[src/rtl/fround_pipe.sv]
`default_nettype none
// ============================================================================
// Module   : fround_pipe
// Purpose  : Two-stage pipelined IEEE-754 round-to-integral unit for any
//            EXP_W/MAN_W format. Modes: 00 RNE, 01 trunc, 10 floor, 11 ceil.
//            Valid/ready handshake with backpressure and an inexact flag.
// Ports    : clk, rstn (sync, active low)
//            in_valid/in_ready/in_data/in_mode   - operand side
//            out_valid/out_ready/out_data/out_inexact - result side
//            int_out/int_invalid - signed integer of the result, saturated
//                                  (only when FROUND_INT_OUT_EN is defined)
// Options  : FROUND_INT_OUT_EN - adds the integer output path in stage 2.
// Revision : 1.0 - initial release
// ============================================================================
module fround_pipe #(
    parameter int EXP_W = 8,
    parameter int MAN_W = 23
`ifdef FROUND_INT_OUT_EN
    ,
    parameter int INT_W = 32
`endif
) (
    input  logic                   clk,
    input  logic                   rstn,
    input  logic                   in_valid,
    output logic                   in_ready,
    input  logic [EXP_W+MAN_W:0]   in_data,
    input  logic [1:0]             in_mode,
    output logic                   out_valid,
    input  logic                   out_ready,
    output logic [EXP_W+MAN_W:0]   out_data,
    output logic                   out_inexact
`ifdef FROUND_INT_OUT_EN
    ,
    output logic [INT_W-1:0]       int_out,
    output logic                   int_invalid
`endif
);

    localparam int               BIAS       = (1 << (EXP_W - 1)) - 1;
    localparam logic [1:0]       MODE_RNE   = 2'b00;
    localparam logic [1:0]       MODE_TRUNC = 2'b01;
    localparam logic [1:0]       MODE_FLOOR = 2'b10;
    localparam logic [1:0]       MODE_CEIL  = 2'b11;
    localparam logic [EXP_W-1:0] EXP_ONE    = {1'b0, {(EXP_W-1){1'b1}}};
    localparam logic [EXP_W-1:0] EXP_INC    = {{(EXP_W-1){1'b0}}, 1'b1};

    // Whole pipeline moves in lockstep; it only stalls when a result is
    // waiting and the consumer refuses it.
    logic en;
    assign en       = ~out_valid | out_ready;
    assign in_ready = en;

    // ------------------------------------------------------------------
    // Stage 1: decode and rounding decision
    // ------------------------------------------------------------------
    logic             in_sign;
    logic [EXP_W-1:0] in_exp;
    logic [MAN_W-1:0] in_man;
    assign {in_sign, in_exp, in_man} = in_data;

    int               unb_exp;
    logic [MAN_W-1:0] frac_mask;
    logic [MAN_W-1:0] guard_mask;
    logic             guard;
    logic             sticky;
    logic             int_lsb;
    logic             round_up;
    logic             small_one;
    logic [EXP_W-1:0] s1_exp_d;
    logic [MAN_W-1:0] s1_man_d;
    logic [MAN_W:0]   s1_inc_d;
    logic             s1_inexact_d;

    always_comb begin
        unb_exp      = int'(in_exp) - BIAS;
        frac_mask    = '0;
        guard_mask   = '0;
        guard        = 1'b0;
        sticky       = 1'b0;
        int_lsb      = 1'b0;
        round_up     = 1'b0;
        small_one    = 1'b0;
        s1_exp_d     = in_exp;
        s1_man_d     = in_man;
        s1_inc_d     = '0;
        s1_inexact_d = 1'b0;
        if (in_exp == '1) begin
            // NaN gets quieted with payload kept; Inf passes untouched.
            if (in_man != '0) begin
                s1_man_d[MAN_W-1] = 1'b1;
            end
        end else if (unb_exp >= MAN_W) begin
            // No fraction bits left: value is already integral.
        end else if (unb_exp >= 0) begin
            frac_mask  = {MAN_W{1'b1}} >> unb_exp;
            guard_mask = frac_mask & ~(frac_mask >> 1);
            guard      = |(in_man & guard_mask);
            sticky     = |(in_man & (frac_mask >> 1));
            // Integer LSB sits one above the guard; it is the hidden bit
            // when the exponent is exactly zero.
            int_lsb    = |({1'b1, in_man} & {guard_mask, 1'b0});
            case (in_mode)
                MODE_RNE:   round_up = guard & (sticky | int_lsb);
                MODE_TRUNC: round_up = 1'b0;
                MODE_FLOOR: round_up = in_sign & (guard | sticky);
                MODE_CEIL:  round_up = ~in_sign & (guard | sticky);
                default:    round_up = 1'b0;
            endcase
            s1_man_d     = in_man & ~frac_mask;
            s1_inc_d     = round_up ? {guard_mask, 1'b0} : '0;
            s1_inexact_d = guard | sticky;
        end else if (in_exp == '0 && in_man == '0) begin
            // Signed zero passes through exactly.
        end else begin
            // |x| < 1 (including subnormals): result is 0 or 1.0.
            case (in_mode)
                MODE_RNE:   small_one = (unb_exp == -1) && (in_man != '0);
                MODE_TRUNC: small_one = 1'b0;
                MODE_FLOOR: small_one = in_sign;
                MODE_CEIL:  small_one = ~in_sign;
                default:    small_one = 1'b0;
            endcase
            s1_exp_d     = small_one ? EXP_ONE : '0;
            s1_man_d     = '0;
            s1_inexact_d = 1'b1;
        end
    end

    logic             r1_valid;
    logic             r1_sign;
    logic [EXP_W-1:0] r1_exp;
    logic [MAN_W-1:0] r1_man;
    logic [MAN_W:0]   r1_inc;
    logic             r1_inexact;

    // ------------------------------------------------------------------
    // Stage 2: apply increment, renormalise on carry, pack
    // ------------------------------------------------------------------
    // Adding into {1,man} overflows exactly when the man field overflows,
    // so the carry is the top bit of a MAN_W+1 wide sum.
    logic [MAN_W:0]   frac_sum;
    logic             carry;
    logic [EXP_W-1:0] res_exp;
    logic [MAN_W-1:0] res_man;

    assign frac_sum = {1'b0, r1_man} + r1_inc;
    assign carry    = frac_sum[MAN_W];
    assign res_exp  = carry ? r1_exp + EXP_INC : r1_exp;
    assign res_man  = carry ? '0 : frac_sum[MAN_W-1:0];

    always_ff @(posedge clk) begin
        if (!rstn) begin
            r1_valid    <= 1'b0;
            r1_sign     <= 1'b0;
            r1_exp      <= '0;
            r1_man      <= '0;
            r1_inc      <= '0;
            r1_inexact  <= 1'b0;
            out_valid   <= 1'b0;
            out_data    <= '0;
            out_inexact <= 1'b0;
        end else if (en) begin
            r1_valid    <= in_valid;
            r1_sign     <= in_sign;
            r1_exp      <= s1_exp_d;
            r1_man      <= s1_man_d;
            r1_inc      <= s1_inc_d;
            r1_inexact  <= s1_inexact_d;
            out_valid   <= r1_valid;
            out_data    <= {r1_sign, res_exp, res_man};
            out_inexact <= r1_inexact;
        end
    end

`ifdef FROUND_INT_OUT_EN
    localparam logic [INT_W-1:0] INT_MAX = {1'b0, {(INT_W-1){1'b1}}};
    localparam logic [INT_W-1:0] INT_MIN = {1'b1, {(INT_W-1){1'b0}}};

    int                       res_unb;
    logic [MAN_W+INT_W:0]     int_wide;
    logic [INT_W-1:0]         int_mag;
    logic [INT_W-1:0]         int_d;
    logic                     int_inv_d;

    always_comb begin
        res_unb   = int'(res_exp) - BIAS;
        int_wide  = '0;
        int_mag   = '0;
        int_d     = '0;
        int_inv_d = 1'b0;
        if (res_exp == '1) begin
            // NaN saturates positive; Inf saturates by sign.
            int_inv_d = 1'b1;
            int_d     = (r1_sign && res_man == '0) ? INT_MIN : INT_MAX;
        end else if (res_unb < 0) begin
            int_d = '0;
        end else if (res_unb >= INT_W - 1) begin
            // Only -2^(INT_W-1) is representable at this magnitude.
            if (r1_sign && res_unb == INT_W - 1 && res_man == '0) begin
                int_d = INT_MIN;
            end else begin
                int_inv_d = 1'b1;
                int_d     = r1_sign ? INT_MIN : INT_MAX;
            end
        end else begin
            int_wide = {{INT_W{1'b0}}, 1'b1, res_man} << res_unb;
            int_mag  = INT_W'(int_wide >> MAN_W);
            int_d    = r1_sign ? -int_mag : int_mag;
        end
    end

    always_ff @(posedge clk) begin
        if (!rstn) begin
            int_out     <= '0;
            int_invalid <= 1'b0;
        end else if (en) begin
            int_out     <= int_d;
            int_invalid <= int_inv_d;
        end
    end
`endif

endmodule
`default_nettype wire

[config.mk]
export PLATFORM = sky130hd
export DESIGN_NAME = fround_pipe
export DESIGN_NICKNAME = d
export VERILOG_FILES = /design/src/rtl/fround_pipe.sv
export SDC_FILE = /design/constraint.sdc
export NUM_CORES = 1
export LEC_CHECK = 0
export CORE_UTILIZATION = 50
export DETAILED_ROUTE_END_ITERATION = 12
export GPL_TIMING_DRIVEN = 0
export PLACE_DENSITY = 0.72
export SYNTH_ARGS = -nofsm -noshare
export SYNTH_HDL_FRONTEND = slang
export SYNTH_SLANG_ARGS = --single-unit
[constraint.sdc]
create_clock -name clk -period 3.65 [get_ports clk]
set_clock_uncertainty 0.15 [all_clocks]
set_input_delay 0.365 -clock clk [delete_from_list [all_inputs] [get_ports clk]]
set_output_delay 0.365 -clock clk [all_outputs]
set_load 0.005 [all_outputs]
* Word-level counts from Yosys, hierarchy flattened
Index checks and enable logic that the tools add are counted.
W data, S select, Z words.
** Storage, ports and cells
- Bits in registers :: 92
- Bits of input ports :: 38
- Output and inout port bits :: 35
- Word-level logic and storage cells :: 74
** Cells by class
- Add/subtract/negate cells :: 3
- Magnitude comparators :: 2
- Equal/unequal tests :: 5
- Shifts and indexed selects :: 1
- Mux-type cells :: 30
- Bitwise gates (word level) :: 15
- Reductions and logical operators :: 9
** Operator list (number)
- $mux W24 :: 4
- $mux W23 :: 4
- $and A23 B23 Y23 :: 3
- $reduce_or A23 Y1 :: 2
- $mux W8 :: 5
- $shr A23 B32 Y23 const A :: 1
- $add A23 B24 Y24 :: 1
- $and A24 B24 Y24 :: 1
- $reduce_or A24 Y1 :: 1
- $and A23 B22 Y23 :: 1
- $logic_not A23 Y1 :: 1
- $not A22 Y23 :: 1
- $not A23 Y23 :: 1
- $reduce_bool A23 Y1 :: 1
- $mux W22 :: 1
- $mux W1 :: 13
- $eq A9 B1 Y1 const B :: 1
- $ge A9 B1 Y1 const B :: 1
- $ge A9 B6 Y1 const B :: 1
- $sub A8 B7 Y9 const B :: 1
- $add A8 B1 Y8 const B :: 1
- $eq A8 B8 Y1 const B :: 1
- $logic_not A8 Y1 :: 1
- $pmux W1 S4 :: 2
- other kinds (8) :: 15

* Logic depth before layout (Yosys ltp)
- Depth after elaboration :: 16
- Depth in mapped cells :: 14
- Mapped depth without buffers :: 11

* Worst setup path before layout
No wires, ideal clock.
- Kind :: input-to-reg
- From :: input in_data[23]
- To :: register r1_inc[10]
- Arrival :: 3.347 ns
- Required time :: 3.383 ns
- Slack :: 0.036 ns
- Stages :: 14
- Path buffers :: 3
- Cells stage by stage :: clkbuf_1 > inv_1 > ha_1 > clkbuf_1 > nand2b_1 > maj3_1 > o21ai_0 > nor4_1 > a222oi_1 > nand4_1 > or4_4 > a21oi_4 > buf_4 > o21ai_1
** Between the ends
- Cells in the longest elaborated chain, start to end :: 16
** RTL lines
- from (decl) :: line 27 : input logic [EXP_W+MAN_W:0] in_data,
- $sub A8 B7 Y9 :: line 76 : unb_exp = int'(in_exp) - BIAS;
- $shr A23 B32 Y23 :: line 96 : frac_mask = {MAN_W{1'b1}} >> unb_exp;
- $not A22 Y23 :: line 97 : guard_mask = frac_mask & ~(frac_mask >> 1);
- $and A23 B23 Y23 :: line 97
- $and A24 B24 Y24 or $and A23 B23 Y23 (tied branches) :: line 102, 98
- $reduce_or A24 Y1 or $reduce_or A23 Y1 (tied branches) :: line 102, 98
- $or A1 B1 Y1, on equally long branches :: line 104, 106, 107
- $and A1 B1 Y1, on equally long branches :: line 104, 106, 107
- $pmux W1 S4 :: line 103 : case (in_mode)
- $mux W1 :: line 95 : end else if (unb_exp >= 0) begin
- $mux W1 :: line 93 : end else if (unb_exp >= MAN_W) begin
- $mux W1 :: line 88 : if (in_exp == '1) begin
- $mux W24 :: line 111 : s1_inc_d = round_up ? {guard_mask, 1'b0} : '0;
- $mux W24 :: line 95
- $mux W24 :: line 93
- $mux W24 * :: line 88
- to (signal assigned) :: line 168 : r1_inc <= s1_inc_d;
- to (decl) :: line 134 : logic [MAN_W:0] r1_inc;
Every way passes the cells marked *; elsewhere a longest branch is shown, timed or not. The select of a mux whose other input is x is not followed.
A chain may end at the register's enable or synchronous reset.

* Final worst setup path
- From :: input in_data[28]
- To :: register r1_inc[20]
The elaborated chain is that of the path after synthesis.

==> summary.md <==
| Metric | Value |
|---|---|
| Fin. max-slew vios | 0 |
| Total track usage | 0.4009 |
| Critical Path RT | 3.73 ns |
| Starting Density | 0.5200 |
| Nets | 1005 |
| Drt pass-1 iters | 5 |
| Die Y-Extent | 114.7 µm |
| Worst Slack Setup Final | 0.04838 ns |
| Maximum clock frequency | 277.7 MHz |
| Row count | 40 |
| Reg clk slew, reported paths | 0.06 ns |
| Max IR drop VDD | 0.2744 mV |
| Post-Syn Area per Cell | 7.497 µm² |
| Final hold vios | 0 |
| Share of cells above drive strength 1 | 0.1186 |
| Register area | 1822 µm² |
| Hold crit path type | register to register |
| # fillers | 1061 |
| DR WL/cell | 22.86 µm |
| Vias in the first global route | 7125 |
| Post-synth EDFFs | 0 |
| Global-route wire length before repair | 39460 µm |
| Flop2flop setup slack | 0.13 ns |
| Yosys cell types | 78 |
| Final Cycle Share | 0.9867 |
| Dpl cells | 1083 |
| Largest net degree at the start of global routing | 15 |
| WHS Path Cells | 2 |
| Worst R2R End | out_data[2] |
| Worst setup SP type | input port |
| Relative slew margins | 0.4988 |
| Area of the multi-input gates | 4473 µm² |
| Most frequent cells after synthesis | 115 x nand2_1, 91 x dfxtp_1, 61 x nor2_1 |
| Setup-failing EPs final | 0 |
| Share of power burned in registers | 0.409 |
| Synth Warn # | 0 |
| Crit end category | register |
| Leak | 2.981 nW |
| P_int | 1.817 mW |
| Crit path max fanout | 10 |
| Final GP Congestion | 0.9717 |
| Num ports | 73 |
| Hold_buf cts | 0 |
| Antenna-violating nets left | 0 |
| Mapped cell area | 6350 µm² |
| Post-synth top area cell | dfxtp_1 |
| Arrival @ worst endpoint | 3.68 ns |
| Hold Path Origin | r1_inc[7] |
| PwrDens | 325.4 nW/µm² |
| Root buffer cell | clkbuf_16 |
| Max-cap viol count | 0 |
| Antenna diodes | 0 |
| Total power | 2.599 mW |
| Status | finished clean |
| Worst Hold Path EP | r1_inc[7] |
| Post-route insts no fill | 1112 |
| Final core occ | 0.6541 |
| Hpwl dp | 19030 µm |
| Antenna violations before repair | 0 |
| Clk buf depth | 2 |
| Switching Share | 0.3010 |
| Area grow syn2layout | 25.79% |
| Final wirelength | 25420 µm |
| Most frequent cell after synthesis | nand2_1 |
| Reg2reg start | r1_man[1] |
| R2R cell count | 12 |
| Vias after detailed routing | 7288 |
| H-tree Lvls | 3 |
| DRC | 0 |
| NetSw | 0.7823 mW |
| Setup crit start | in_data[28] |
| CTS Sinks | 91 |
| Num CTS Buffers | 9 |
| Yosys reg bits | 91 |
| Clock Latency Late Sink | 0.34 ns |
| Minimum clock period | 3.602 ns |
| Die W | 114.7 µm |
| WS Path Type | input port to register |
| Top_reg_cell synth | dfxtp_1 |
| Post-synth top area share | 0.2869 |
| TNS Setup | 0 ns |
| Syn_nets | 912 |
| Worst-Margin Slew | 0.7506 ns |
| Synth Instances | 847 |
| Clock power frac | 0.355 |
| Initial DRC count | 957 |
| Post-synth ARST share | 0 |
| Combinational power share | 0.236 |
| Post-synthesis sequential area ratio | 0.2869 |
| Top cells by area, synth | dfxtp_1 29%, nand2_1 6.8%, ha_1 5.1%, a21boi_0 4.6%, o21ai_0 3.9% |
| Vias/cell | 6.554 |
| CORE AREA | 12210 µm² |
| PortBufs | 68 |
| Die Area | 13150 µm² |
| Congestion Overflow GR | 0 |
| CTS tree | done |
| DP Worst Slack | -1.950 ns |
==> power groups by stage <==
| stage | Combinational, mW | Clock (mW) | Sequential (mW) |
|---|---|---|---|
| detailed placement | 0.523 | 0 | 1.08 |
| global route | 0.649 | 0.973 | 1.07 |
| finish | 0.614 | 0.923 | 1.06 |
| floorplan | 0.302 | 0 | 1.08 |
| global placement | 0.518 | 0 | 1.08 |
| CTS | 0.578 | 0.927 | 1.06 |
==> worst max-delay path, stage by stage <==
cell	delay [ns]
clkdlybuf4s50_1	0.54
buf_4	0.22
nand2_1	0.14
o21a_2	0.28
a211o_1	0.29
buf_4	0.20
nor2_4	0.19
o211ai_1	0.13
a22o_1	0.26
or4_4	0.56
a21oi_4	0.26
buf_6	0.17
o21ai_1	0.07
==> cell usage in the layout (no fill, tap or decap), types with 9 or more instances in the layout <==
| cell type | count |
|---|---|
| nand2_1 | 115 |
| dfxtp_1 | 91 |
| clkdlybuf4s50_1 | 64 |
| nor2_1 | 55 |
| o21ai_0 | 49 |
| nand3_1 | 45 |
| a21oi_1 | 40 |
| a21boi_0 | 39 |
| nand4_1 | 31 |
| clkbuf_1 | 30 |
| o21ai_1 | 25 |
| ha_1 | 24 |
| buf_4 | 23 |
| inv_1 | 16 |
| xnor2_1 | 14 |
| and3_1 | 14 |
| and2_1 | 13 |
| xor2_1 | 11 |
| nor3_1 | 11 |
| o2111ai_1 | 10 |
| o21a_1 | 10 |
| nor2b_1 | 9 |
| o211ai_1 | 9 |
| a31oi_1 | 9 |
| clkbuf_16 | 9 |
==> through the flow <==
step	hold slack, ns	cell area (µm²)
after floorplan	0.2759	6350
after global placement	0.2945	7241
after detailed placement	0.2992	7242
after CTS	0.3074	7848
after global routing	0.3335	7988
final	0.3069	7988
==> worst max-delay path by stage <==
stage,to,cells past startpoint
floorplan,r1_inc[10],14
global placement,r1_inc[22],14
detailed placement,r1_inc[20],15
CTS,r1_inc[22],14
global route,r1_inc[20],12
finish,r1_inc[20],13
==> layer usage <==
metal  up-vias  GRT usage  part of all wire  wire [µm]
met3        98    0.06511             0.084       2141
met2       442     0.6687              0.47      11910
li1       3303          -                 -          -
met5         -          0                 0          0
met1      3445     0.4825              0.39       9822
met4         0     0.2485             0.061       1554
==> timing repair <==
| item | 4_1_cts | 5_1_grt |
|---|---|---|
| gates resized for setup | 66 | 32 |
| setup endpoints to repair | 63 | 55 |
| gates cloned | 2 | 0 |
| buffers inserted | 13 | 1 |
| pin swaps | 11 | 8 |
==> state kept, by name, summed over array words and instances (netlist names) <==
| register | count |
|---|---|
| out_data | 32 |
| r1_inc | 23 |
| r1_man | 23 |
| r1_exp | 8 |
| out_inexact | 1 |
| out_valid | 1 |
| r1_inexact | 1 |
| r1_sign | 1 |
| r1_valid | 1 |
==> final cells by class <==
type / instances / area share
buffer: 59 / 0.03979
clock buffer: 11 / 0.03039
clock inverter: 4 / 0.006422
inverter: 17 / 0.008459
multi-input combinational: 678 / 0.5600
sequential: 91 / 0.2281
tap: 168 / 0.02632
timing repair buffer: 84 / 0.1006
==> cell families (layout without fill, tap and decap cells) <==
family	count (synthesis)	in the layout	synth area share
compound gates	258	258	0.2769
simple gates	359	359	0.2834
mux	4	4	0.006503
xor+xnor	29	29	0.04000
buf+inv	78	175	0.05044
fa+ha+maj	28	28	0.05596
flops	91	91	0.2869
No activity file was read; power rests on OpenSTA's default activity.
